<file path="src/rtl/regfile_debug_port_if.sv">
// Debug host <-> regfile_debug_port channel: command in, response stream out.
// Both directions use valid/ready.
interface regfile_debug_port_if #(
    parameter int unsigned ADDR_W = 5,
    parameter int unsigned DATA_W = 32
) ();
    logic              cmd_valid;
    logic              cmd_ready;
    logic [1:0]        cmd_op;
    logic [ADDR_W-1:0] cmd_addr;
    logic [DATA_W-1:0] cmd_data;

    logic              rsp_valid;
    logic              rsp_ready;
    logic [ADDR_W-1:0] rsp_addr;
    logic [DATA_W-1:0] rsp_data;
    logic              rsp_last;
    logic              rsp_err;

    modport master (
        output cmd_valid, cmd_op, cmd_addr, cmd_data, rsp_ready,
        input  cmd_ready, rsp_valid, rsp_addr, rsp_data, rsp_last, rsp_err
    );

    modport slave (
        input  cmd_valid, cmd_op, cmd_addr, cmd_data, rsp_ready,
        output cmd_ready, rsp_valid, rsp_addr, rsp_data, rsp_last, rsp_err
    );
endinterface

</file>
<file path="src/rtl/regfile_debug_port.sv">
// Debug access to the register file: halts the core, then reads through the spare read
// port or writes through the write port, and streams results back to the host.
module regfile_debug_port #(
    parameter int unsigned NUM_REGS = 32,
    parameter int unsigned ADDR_W   = 5,
    parameter int unsigned DATA_W   = 32
) (
    input  logic                clk,
    input  logic                reset,
    regfile_debug_port_if.slave dbg,
    output logic                stall_req,
    input  logic                stall_ack,
    output logic [ADDR_W-1:0]   rf_dest_read,
    input  logic [DATA_W-1:0]   rf_dest_value,
    output logic                rf_wrd,
    output logic [ADDR_W-1:0]   rf_addr_d,
    output logic [DATA_W-1:0]   rf_d
);

    localparam logic [1:0] OP_READ  = 2'b00;
    localparam logic [1:0] OP_WRITE = 2'b01;
    localparam logic [1:0] OP_DUMP  = 2'b10;
    localparam logic [1:0] OP_RSVD  = 2'b11;

    localparam logic [ADDR_W-1:0] LAST_IDX = ADDR_W'(NUM_REGS - 1);
    localparam logic [ADDR_W-1:0] ONE_IDX  = ADDR_W'(1);

    typedef enum logic [1:0] {S_IDLE, S_HALT, S_EXEC, S_RESP} state_t;

    state_t            state_q, state_n;
    logic              exec_ph_q, exec_ph_n;
    logic [1:0]        op_q, op_n;
    logic [ADDR_W-1:0] addr_q, addr_n;
    logic [DATA_W-1:0] data_q, data_n;
    logic [ADDR_W-1:0] idx_q, idx_n;
    logic              cmd_ready_q, cmd_ready_n;
    logic              rsp_valid_q, rsp_valid_n;
    logic [ADDR_W-1:0] rsp_addr_q, rsp_addr_n;
    logic [DATA_W-1:0] rsp_data_q, rsp_data_n;
    logic              rsp_last_q, rsp_last_n;
    logic              rsp_err_q, rsp_err_n;
    logic              stall_req_q, stall_req_n;
    logic [ADDR_W-1:0] rd_idx_q, rd_idx_n;
    logic              wr_pulse_q, wr_pulse_n;
    logic [ADDR_W-1:0] wr_addr_q, wr_addr_n;
    logic [DATA_W-1:0] wr_data_q, wr_data_n;

    logic accept;
    logic rsp_hs;

    assign accept = (state_q == S_IDLE) && cmd_ready_q && dbg.cmd_valid;
    assign rsp_hs = rsp_valid_q && dbg.rsp_ready;

    // State and datapath registers
    always_ff @(posedge clk) begin
        if (reset) begin
            state_q     <= S_IDLE;
            exec_ph_q   <= 1'b0;
            op_q        <= 2'b00;
            addr_q      <= '0;
            data_q      <= '0;
            idx_q       <= '0;
            cmd_ready_q <= 1'b0;
            rsp_valid_q <= 1'b0;
            rsp_addr_q  <= '0;
            rsp_data_q  <= '0;
            rsp_last_q  <= 1'b0;
            rsp_err_q   <= 1'b0;
            stall_req_q <= 1'b0;
            rd_idx_q    <= '0;
            wr_pulse_q  <= 1'b0;
            wr_addr_q   <= '0;
            wr_data_q   <= '0;
        end else begin
            state_q     <= state_n;
            exec_ph_q   <= exec_ph_n;
            op_q        <= op_n;
            addr_q      <= addr_n;
            data_q      <= data_n;
            idx_q       <= idx_n;
            cmd_ready_q <= cmd_ready_n;
            rsp_valid_q <= rsp_valid_n;
            rsp_addr_q  <= rsp_addr_n;
            rsp_data_q  <= rsp_data_n;
            rsp_last_q  <= rsp_last_n;
            rsp_err_q   <= rsp_err_n;
            stall_req_q <= stall_req_n;
            rd_idx_q    <= rd_idx_n;
            wr_pulse_q  <= wr_pulse_n;
            wr_addr_q   <= wr_addr_n;
            wr_data_q   <= wr_data_n;
        end
    end

    // Next-state logic
    always_comb begin
        state_n = state_q;
        case (state_q)
            S_IDLE: if (accept) state_n = (dbg.cmd_op == OP_RSVD) ? S_RESP : S_HALT;
            S_HALT: if (stall_ack) state_n = S_EXEC;
            S_EXEC: if (!stall_ack || exec_ph_q) state_n = S_RESP;
            S_RESP: begin
                if (rsp_hs) begin
                    if (rsp_last_q)      state_n = S_IDLE;
                    else if (!stall_ack) state_n = S_RESP;
                    else                 state_n = S_EXEC;
                end
            end
            default: state_n = S_IDLE;
        endcase
    end

    // Datapath / output next values
    always_comb begin
        exec_ph_n   = exec_ph_q;
        op_n        = op_q;
        addr_n      = addr_q;
        data_n      = data_q;
        idx_n       = idx_q;
        rsp_valid_n = rsp_valid_q;
        rsp_addr_n  = rsp_addr_q;
        rsp_data_n  = rsp_data_q;
        rsp_last_n  = rsp_last_q;
        rsp_err_n   = rsp_err_q;
        stall_req_n = stall_req_q;
        rd_idx_n    = rd_idx_q;
        wr_pulse_n  = wr_pulse_q;
        wr_addr_n   = wr_addr_q;
        wr_data_n   = wr_data_q;
        cmd_ready_n = (state_n == S_IDLE) && !stall_ack;

        case (state_q)
            S_IDLE: begin
                exec_ph_n = 1'b0;
                if (accept) begin
                    op_n   = dbg.cmd_op;
                    addr_n = dbg.cmd_addr;
                    data_n = dbg.cmd_data;
                    if (dbg.cmd_op == OP_RSVD) begin
                        rsp_valid_n = 1'b1;
                        rsp_addr_n  = dbg.cmd_addr;
                        rsp_data_n  = '0;
                        rsp_last_n  = 1'b1;
                        rsp_err_n   = 1'b1;
                    end else begin
                        stall_req_n = 1'b1;
                    end
                end
            end
            S_HALT: exec_ph_n = 1'b0;
            S_EXEC: begin
                if (!stall_ack) begin
                    // Halt lost: abort with an error response
                    wr_pulse_n  = 1'b0;
                    exec_ph_n   = 1'b0;
                    rsp_valid_n = 1'b1;
                    rsp_addr_n  = (op_q == OP_DUMP) ? idx_q : addr_q;
                    rsp_data_n  = '0;
                    rsp_last_n  = 1'b1;
                    rsp_err_n   = 1'b1;
                end else if (!exec_ph_q) begin
                    exec_ph_n = 1'b1;
                    case (op_q)
                        OP_READ:  rd_idx_n = addr_q;
                        OP_DUMP:  rd_idx_n = idx_q;
                        OP_WRITE: begin
                            if (addr_q != '0) begin
                                wr_pulse_n = 1'b1;
                                wr_addr_n  = addr_q;
                                wr_data_n  = data_q;
                            end
                        end
                        default: ;
                    endcase
                end else begin
                    exec_ph_n   = 1'b0;
                    wr_pulse_n  = 1'b0;
                    rsp_valid_n = 1'b1;
                    case (op_q)
                        OP_READ: begin
                            rsp_addr_n = addr_q;
                            rsp_data_n = rf_dest_value;
                            rsp_last_n = 1'b1;
                            rsp_err_n  = 1'b0;
                        end
                        OP_WRITE: begin
                            rsp_addr_n = addr_q;
                            rsp_data_n = data_q;
                            rsp_last_n = 1'b1;
                            rsp_err_n  = (addr_q == '0);
                        end
                        OP_DUMP: begin
                            rsp_addr_n = idx_q;
                            rsp_data_n = rf_dest_value;
                            rsp_last_n = (idx_q == LAST_IDX);
                            rsp_err_n  = 1'b0;
                        end
                        default: begin
                            rsp_addr_n = addr_q;
                            rsp_data_n = '0;
                            rsp_last_n = 1'b1;
                            rsp_err_n  = 1'b1;
                        end
                    endcase
                end
            end
            S_RESP: begin
                if (rsp_hs) begin
                    if (rsp_last_q) begin
                        rsp_valid_n = 1'b0;
                        rsp_last_n  = 1'b0;
                        rsp_err_n   = 1'b0;
                        stall_req_n = 1'b0;
                        idx_n       = '0;
                    end else if (!stall_ack) begin
                        rsp_valid_n = 1'b1;
                        rsp_addr_n  = idx_q + ONE_IDX;
                        rsp_data_n  = '0;
                        rsp_last_n  = 1'b1;
                        rsp_err_n   = 1'b1;
                    end else begin
                        // Next DUMP index: issue the read now, capture on the next edge
                        rsp_valid_n = 1'b0;
                        idx_n       = idx_q + ONE_IDX;
                        rd_idx_n    = idx_q + ONE_IDX;
                        exec_ph_n   = 1'b1;
                    end
                end else if (!stall_ack && !(rsp_err_q && rsp_last_q)) begin
                    rsp_last_n = 1'b1;
                    rsp_err_n  = 1'b1;
                end
            end
            default: ;
        endcase
    end

    assign dbg.cmd_ready = cmd_ready_q;
    assign dbg.rsp_valid = rsp_valid_q;
    assign dbg.rsp_addr  = rsp_addr_q;
    assign dbg.rsp_data  = rsp_data_q;
    assign dbg.rsp_last  = rsp_last_q;
    assign dbg.rsp_err   = rsp_err_q;
    assign stall_req     = stall_req_q;
    assign rf_dest_read  = rd_idx_q;
    // Write enable is qualified by the live halt acknowledge so a lost halt never writes
    assign rf_wrd        = wr_pulse_q & stall_ack;
    assign rf_addr_d     = wr_addr_q;
    assign rf_d          = wr_data_q;

endmodule

</file>
<file path="src/flat_wrapper.sv">
// flat-port wrapper written by rule: the top's interface ports become plain ports
module regfile_debug_port_flat 
#(
    parameter int unsigned NUM_REGS = 32,
    parameter int unsigned ADDR_W   = 5,
    parameter int unsigned DATA_W   = 32
)
  (clk, reset, stall_req, stall_ack, rf_dest_read, rf_dest_value, rf_wrd, rf_addr_d, rf_d, dbg_cmd_valid, dbg_cmd_op, dbg_cmd_addr, dbg_cmd_data, dbg_rsp_ready, dbg_cmd_ready, dbg_rsp_valid, dbg_rsp_addr, dbg_rsp_data, dbg_rsp_last, dbg_rsp_err);
  regfile_debug_port_if #(.ADDR_W(ADDR_W), .DATA_W(DATA_W)) dbg_i ();
  input  logic clk;
  input  logic reset;
  output logic stall_req;
  input  logic stall_ack;
  output logic [ADDR_W-1:0] rf_dest_read;
  input  logic [DATA_W-1:0] rf_dest_value;
  output logic rf_wrd;
  output logic [ADDR_W-1:0] rf_addr_d;
  output logic [DATA_W-1:0] rf_d;
  input wire logic [$bits(dbg_i.cmd_valid)-1:0] dbg_cmd_valid;
  input wire logic [$bits(dbg_i.cmd_op)-1:0] dbg_cmd_op;
  input wire logic [$bits(dbg_i.cmd_addr)-1:0] dbg_cmd_addr;
  input wire logic [$bits(dbg_i.cmd_data)-1:0] dbg_cmd_data;
  input wire logic [$bits(dbg_i.rsp_ready)-1:0] dbg_rsp_ready;
  output wire logic [$bits(dbg_i.cmd_ready)-1:0] dbg_cmd_ready;
  output wire logic [$bits(dbg_i.rsp_valid)-1:0] dbg_rsp_valid;
  output wire logic [$bits(dbg_i.rsp_addr)-1:0] dbg_rsp_addr;
  output wire logic [$bits(dbg_i.rsp_data)-1:0] dbg_rsp_data;
  output wire logic [$bits(dbg_i.rsp_last)-1:0] dbg_rsp_last;
  output wire logic [$bits(dbg_i.rsp_err)-1:0] dbg_rsp_err;
  assign dbg_i.cmd_valid = dbg_cmd_valid;
  assign dbg_i.cmd_op = dbg_cmd_op;
  assign dbg_i.cmd_addr = dbg_cmd_addr;
  assign dbg_i.cmd_data = dbg_cmd_data;
  assign dbg_i.rsp_ready = dbg_rsp_ready;
  assign dbg_cmd_ready = dbg_i.cmd_ready;
  assign dbg_rsp_valid = dbg_i.rsp_valid;
  assign dbg_rsp_addr = dbg_i.rsp_addr;
  assign dbg_rsp_data = dbg_i.rsp_data;
  assign dbg_rsp_last = dbg_i.rsp_last;
  assign dbg_rsp_err = dbg_i.rsp_err;
  regfile_debug_port #(.NUM_REGS(NUM_REGS), .ADDR_W(ADDR_W), .DATA_W(DATA_W)) u_core (.clk(clk), .reset(reset), .dbg(dbg_i), .stall_req(stall_req), .stall_ack(stall_ack), .rf_dest_read(rf_dest_read), .rf_dest_value(rf_dest_value), .rf_wrd(rf_wrd), .rf_addr_d(rf_addr_d), .rf_d(rf_d));
endmodule
</file>
<file path="config.mk">
export PLATFORM = sky130hd
export DESIGN_NAME = regfile_debug_port_flat
export DESIGN_NICKNAME = d
export VERILOG_FILES = /design/src/rtl/regfile_debug_port_if.sv /design/src/rtl/regfile_debug_port.sv /design/src/flat_wrapper.sv
export SDC_FILE = /design/constraint.sdc
export NUM_CORES = 1
export LEC_CHECK = 0
export ABC_AREA = 1
export BUFFER_PORTS_ARGS = -buffer_cell sky130_fd_sc_hd__buf_4
export CAP_MARGIN = 25
export CORE_MARGIN = 5
export CORE_UTILIZATION = 30
export DETAILED_ROUTE_END_ITERATION = 10
export HOLD_SLACK_MARGIN = 0.05
export PLACE_DENSITY = 0.59
export SLEW_MARGIN = 5
export SYNTH_ARGS = -nofsm -noshare
export SYNTH_HDL_FRONTEND = slang
export SYNTH_SLANG_ARGS = --single-unit
</file>
<file path="constraint.sdc">
create_clock -name clk -period 1.7 [get_ports clk]
set_clock_uncertainty 0.15 [all_clocks]
set_input_delay 0.085 -clock clk [delete_from_list [all_inputs] [get_ports clk]]
set_output_delay 0.085 -clock clk [all_outputs]
set_load 0.02 [all_outputs]
</file>
==> results summary, run 1 <==
The run finished with clean final reports. The clock slew at the register clock pins of the worst setup and hold paths is 60 ps. The cell count after synthesis came out at 842. In this run the static leakage power is 0.004018 uW.

The H-tree generated during clock tree synthesis spans 4 levels. In this run the number of cells on the critical path is 8. The number of placement rows is 51. The violation count after the first detailed-routing iteration is 319. The summed instance area of the synthesized netlist is 5853 sq um. The netlist uses 31 different library cells. Summing the areas of all xor and xnor instances in the mapped netlist gives 0.1496% of the synthesized area. Static timing analysis puts the maximum clock frequency at 0.6207 GHz. Of all cell types, the one taking the most synthesized area is dfxtp_1. Buffers placed on the I/O ports in this run total 160.

Dividing the detail-routed wire length by the instance count gives 14.86 microns. Synthesis inferred 132 register bits. The die covers 22400 sq um. The biggest fanout along the worst timing path came out at 18. The worst-case vdd ir drop is 0.6796 mV. The post-synthesis async set-or-reset flop share came out at 0%.

The fill cell instance count of the final layout is 1975. Entering global routing, the biggest net connects 77 pins. The global-route usage over all layers is 17.74%. The number of maximum-capacitance constraint violations came out at 0. The number of clock buffers added by TritonCTS is 17. The total power density per cell area is 930.0 nW/um^2. The commonest register cell after synthesis is dfxtp_1. The number of search-and-repair iterations in the first detailed-routing pass came out at 5. The number of slew-limit violations in the final report came out at 0. The share of final-layout standard cells stronger than drive strength 1 is 23.77%. The most common cell in the netlist is nor2_1. The type of the tightest min-delay check is in2reg. The initial antenna violation count came out at 0.

The insertion delay of the later-clocked pin in the worst-skew pair is 420 ps. The worst-case setup margin in the final layout came out at 88.96 ps. The final setup violation count is 0. The transition time at the pin with the least slew margin came out at 369.3 ps. The sink count of the clock tree came out at 132. The synthesis-to-finish area growth is 51.90%. STA classifies the critical path startpoint as a flip-flop. Setup repair after global routing could not meet its margin everywhere. The kind of cell with the highest combined delay along the critical path is simple AND/OR/NAND/NOR gates. The post-synthesis simple-gate area fraction is 27.43%. The multiplexer share of the synthesized area is 0%.

The worst stage delay on the critical path is 390 ps. The design draws 8269 uW. By count the netlist is led by 176 x nor2_1, 166 x nand2_1, 132 x dfxtp_1. The data required time of the worst path is 1860 ps. The per-instance average area after synthesis is 6.951 sq um.

The worst reg-to-reg setup slack is 90 ps. The number of hold-slack violations in the final timing report is 0. The post-synthesis compound-gate area fraction is 16.74%. On the critical path, the stage with the largest delay is an instance of dfxtp_2. The area of the core region is 19330 sq um. Sorting the synthesized cells by area gives the leading types as dfxtp_1 45%, nor2_1 11%, nand2_1 11%. The detailed-route DRC error count is 0. The global-route wire length before repair is 30.87 mm. The final weighted congestion in routability-driven placement is 0.8972. The post-detailed-routing wire length came out at 20.19 mm.

The number of synthesized flops with an enable pin is 0. The post-route core utilization is 45.98%. The post-synthesis adder-cell area fraction is 0.4275%. The signal on the critical path passes through inv_2, nor2_8, inv_4, nor2_4, nand3_4, clkbuf_16, o21ai_0, nor2_1. The share of the Yosys chip area taken by registers is 45.15%. After synthesis, the largest family of logic cells by area is simple AND/OR/NAND/NOR gates.

The average vias per placed instance came out at 4.609. For the worst setup path, the data arrival time is 1770 ps. When the netlist entered floorplanning its net count stood at 920. No sink is reached through more buffers than the 2 on the longest clock path. The final route contains 6264 vias. The via count of the first global-routing pass came out at 5885.

The critical path buffer and inverter count came out at 3. The post-place instance area came out at 7468 sq um. For this configuration, the core starts out at a cell density of 30.27%. The TritonCTS clock tree is built.

The final HPWL from detailed placement came out at 14.36 mm. The top cell type by area accounts for 45.15% of the synthesized area. After the last flow step, the layout net total stands at 1159.

The repair_antennas step left the layout with diodes totalling 0. The Yosys step of the flow raised 0 warnings. The final instance area came out at 8891 sq um. The post-route antenna net violation count came out at 0. The width of the die is 149.7 microns. The final cycle utilization of the critical path came out at 94.77%. By startpoint and endpoint, the worst setup path is classified as reg2reg. In this run the count of I/O pins placed on the die edge is 161. The worst relative slew slack is 75.38%. The placement-stage worst setup slack is -47.22 ps.

The total overflow reported by the global router is 0. The cell at the root of the clock tree is clkbuf_16. The worst hold path was traced through 7 stages. STA classifies the critical path endpoint as a flip-flop. Counting I/O delays and the setup requirement, the final critical path takes 1611 ps. Measured along the y axis, the die boundary spans 149.7 microns. The number of cells on the worst reg-to-reg path came out at 8.
==> final cells by class <==
type	instances	area (sq um)	area share (%)
clock buffers	19	442.9	4.982
multi-input cells	585	2661	29.93
inverters	75	287.8	3.237
repair buffers	270	2367	26.63
clock inverters	13	148.9	1.675
well taps	265	331.6	3.729
flip-flops and latches	132	2651	29.82
==> kinds of logic (layout without fill, tap and decap cells) <==
family	Yosys count	in the layout
AOI/OAI and AO/OA	192	192
xor gates and xnor gates	1	1
adders and majority gates	2	2
buffers and inverters	125	377
DFF	132	132
and+or+nand+nor	390	390
==> layer usage <==
metal,vias up,routed length [microns],global-route usage (%)
met5,-,0,0
met4,0,412,5.535
met3,26,1301,4.694
met2,211,9820,30.16
met1,2862,8659,22.00
li1,3165,-,-
==> metrics by stage <==
| stage | setup TNS, ps | hold WS, ps | cells |
|---|---|---|---|
| after global placement | -48.56 | 198.6 | 1250 |
| after CTS | 0 | 56.39 | 1356 |
| after global routing | -2.159 | 183.4 | 1359 |
| final | 0 | 131.2 | 1359 |
| after detailed placement | -589.4 | 193.4 | 1250 |
| after floorplan | 0 | 4.414 | 842 |
==> layout by cell type, fill, tap and decap left out, drive strengths merged <==
cell / n
dlygate4sd3: 74
bufinv: 2
o221ai: 1
o21ai: 128
dfxtp: 132
nand2: 167
clkinv: 6
o21bai: 2
inv: 77
a31oi: 2
nor3: 4
nand3: 34
ha: 2
a21oi: 59
nor2: 182
nand4: 3
xor2: 1
clkinvlp: 3
buf: 195
clkbuf: 20
==> power by group <==
group | internal [uW] | leakage, uW | switching (uW) | total [uW]
clock network | 2220 | 0.000281 | 1480 | 3690
registers | 3240 | 0.00107 | 90.3 | 3330
logic | 568 | 0.00266 | 680 | 1250
total | 6020 | 0.00402 | 2250 | 8270
==> sequential cells by signal, summed over array words and instances, names as in the netlist <==
signal                count
u_core.dbg.rsp_err        1
u_core.rf_dest_read       5
u_core.state_q            2
u_core.wr_pulse_q         1
u_core.dbg.rsp_last       1
u_core.data_q            32
u_core.dbg.cmd_ready      1
u_core.dbg.rsp_valid      1
u_core.stall_req          1
u_core.op_q               2
u_core.rf_addr_d          5
u_core.dbg.rsp_addr       5
u_core.rf_d              32
u_core.idx_q              5
u_core.addr_q             5
u_core.exec_ph_q          1
u_core.dbg.rsp_data      32
==> worst reg2reg max path, stage by stage, from the launching register on <==
cell	delay, ps
dfxtp_2	390
inv_2	80
nor2_8	140
inv_4	50
nor2_4	110
nand3_4	140
clkbuf_16	230
o21ai_0	150
nor2_1	60
==> what timing repair did <==
| item | 4_1_cts | 5_1_grt |
|---|---|---|
| endpoints found under the setup margin | 36 | 50 |
| hold buffers | 74 | 0 |
| buffers inserted | 0 | 2 |
| pin swaps | 0 | 3 |
| gates resized for setup | 3 | 15 |
| cloned | 0 | 1 |
| hold endpoints to repair | 90 | 0 |
==> final timing paths <==
kind / endpoint / start
max: u_core.rf_d[14] / u_core.state_q[1]
min: u_core.dbg.rsp_valid / dbg_rsp_ready
max reg2reg: u_core.rf_d[14] / u_core.state_q[1]
min reg2reg: u_core.dbg.rsp_data[6] / u_core.dbg.rsp_data[6]
No activity file was read; power rests on OpenSTA's default activity.
==> inputs of run 2 (changes only) <==
--- a/config.mk
+++ b/config.mk
@@ -10,6 +10,7 @@
 export CAP_MARGIN = 25
 export CORE_MARGIN = 5
 export CORE_UTILIZATION = 30
+export CTS_BUF_LIST = sky130_fd_sc_hd__clkbuf_4
 export DETAILED_ROUTE_END_ITERATION = 10
 export HOLD_SLACK_MARGIN = 0.05
 export PLACE_DENSITY = 0.59
==> results summary, run 2 (synthesized netlist as in run 1, its figures left out) <==
The flow ran to the end, and the final reports show no timing, DRC or antenna violations. Once detail routing completed, the nets flagged for antenna violations numbered 0. The tightest min-delay check is of the in2reg type. The initial antenna violation count is 0. The final weighted congestion in routability-driven placement came out at 0.8972.

Cells with a size suffix above 1 make up 23.67% of the layout. The wire length per cell after detailed routing is 14.65 microns. The post-route non-filler standard cell count is 1359. The post-place instance area came out at 7468 sq um. The area of combinational cells with multiple inputs came out at 2664 sq um. The final instance area is 8577 sq um. Setup repair after global routing left no endpoint under its margin. The sink count of the clock tree came out at 132. Entering global routing, the biggest net connects 77 pins. The reported leakage power is 0.003875 uW. Across all hold checks on the routed design, the worst slack comes to 185.2 ps. The number of hold-slack violations in the final timing report came out at 0. The width of the die came out at 149.7 microns. For this run, the total global-route usage over all layers was measured as 17.54%. The H-tree was split into 4 levels. The post-detailed-routing wire length came out at 19.91 mm.

The number of port buffers is 160. The critical path startpoint category is a flip-flop. The final cycle utilization of the critical path came out at 95.52%.

For the worst-skew pair, the clock arrives at the later sink with an insertion delay of 550 ps. The number of placed instances, taps included came out at 1250. The first global-routing pass estimated 30.60 mm of wire. The transition time at the pin with the least slew margin came out at 384.6 ps. The average vias per placed instance is 4.540. The first detailed-routing pass took 5 iterations. The worst-case vdd ir drop came out at 0.4675 mV. The total power density per cell area is 788.5 nW/um^2. The area of the core region came out at 19330 sq um. The via count of the routed design came out at 6170. The cell at the root of the clock tree is clkbuf_4. The count of pins on the block boundary is 161.

The violation count after the first detailed-routing iteration came out at 312. The height of the chip came out at 149.7 microns. The clock slew at the register clock pins of the worst setup and hold paths came out at 130 ps. The time the final worst path needs with I/O delays and setup is 1624 ps. The detailed-route DRC error count came out at 0. The biggest fanout along the worst timing path came out at 36. The initial core utilization is 30.27%. At the end of the flow, the number of nets in the layout was 1159. The number of maximum-capacitance constraint violations is 0. The count of inserted antenna diode cells is 0. The fill cell instance count of the final layout is 2021. The worst-case clock buffer depth came out at 2. The data arrival time at the worst-slack endpoint came out at 1930 ps. The path type of the worst setup path is reg2reg. TritonCTS built the clock tree.

The library cell used most frequently in the layout, excluding fill and tap cells, is buf_4. The data required time of the worst path came out at 2000 ps. The TritonCTS buffer count is 17.

The post-route core utilization is 44.36%. The floorplan has 51 rows. The worst relative slew slack is 74.36%. The final setup violation count is 0. Detailed placement finished with a half-perimeter wire length of 14.36 mm.

The critical path capture point type is a flip-flop. The peak clock frequency supported by timing came out at 0.6158 GHz. The floorplan die area is 22400 sq um.

The total overflow reported by the global router is 0. Across the whole layout, storage elements account for 2654 sq um. The number of slew-limit violations in the final report is 0. The library cells used most frequently in the layout, excluding fill and tap cells, are 184 x buf_4, 175 x nor2_1, 163 x nand2_1, 127 x dfxtp_1, 99 x o21ai_0. The via count of the first global-routing pass is 5830.

Relative to the synthesized area, the layout overhead comes to 46.54%.
==> run 2: cell count changes in the layout (fill, tap and decap cells not counted), sizes merged <==
| cell | before | now |
|---|---|---|
| dlygate4sd3 | 74 | 75 |
| clkbuf | 20 | 18 |
| clkinv | 6 | 7 |
==> run 2: final timing paths <==
| path | depth (start not counted) | to | slack (ps) | from |
|---|---|---|---|---|
| setup / recovery | 8 | u_core.rf_d[19] | 80 | u_core.state_q[1] |
| hold / removal | 3 | u_core.dbg.cmd_ready | 190 | stall_ack |
| setup reg to reg | 8 | u_core.rf_d[19] | 80 | u_core.state_q[1] |
| hold reg to reg | 2 | u_core.data_q[9] | 330 | u_core.data_q[9] |
==> run 2: cell type report <==
type | count | area share, %
inverters | 75 | 3.355
flip-flops and latches | 132 | 30.94
multi-input cells | 585 | 31.06
clock inverters | 14 | 1.780
clock buffers | 18 | 1.575
repair buffers | 270 | 27.43
well taps | 265 | 3.866
==> run 2: per-layer routing <==
layer	vias to the layer above	global-route usage [%]	wire length [microns]
met3	23	4.149	1333
li1	3157	-	-
met1	2796	22.11	8515
met4	0	4.941	331
met5	-	0	0
met2	194	30.00	9734
==> run 2: where the power goes <==
part | total [uW] | internal (uW) | switching, uW
registers | 3320 | 3230 | 89.5
logic | 1250 | 570 | 676
clock network | 2190 | 904 | 1290
total | 6760 | 4710 | 2060
==> run 2: worst max-delay path, stage by stage (launching register included) <==
cell	delay (ps)
dfxtp_4	410
inv_2	70
nor2_8	130
inv_4	50
nor2_4	90
nand3_2	150
buf_12	220
o21ai_0	190
nor2_1	50
==> run 2: repair_timing <==
item,in CTS,in global routing
pin swaps,0,5
gates resized for setup,4,15
hold endpoints to repair,92,0
hold buffers,75,0
gates cloned,0,0
endpoints found under the setup margin,38,43
buffers inserted,0,2
==> run 2: metrics by stage <==
stage          setup WS, ps  total power [uW]  setup TNS [ps]
2_1_floorplan         76.79              4006               0
3_3_place_gp         -31.75              4490          -48.56
3_5_place_dp         -47.22              4496          -589.4
4_1_cts               25.81              6841               0
5_1_grt               7.965              7131               0
6_report              76.16              6763               0
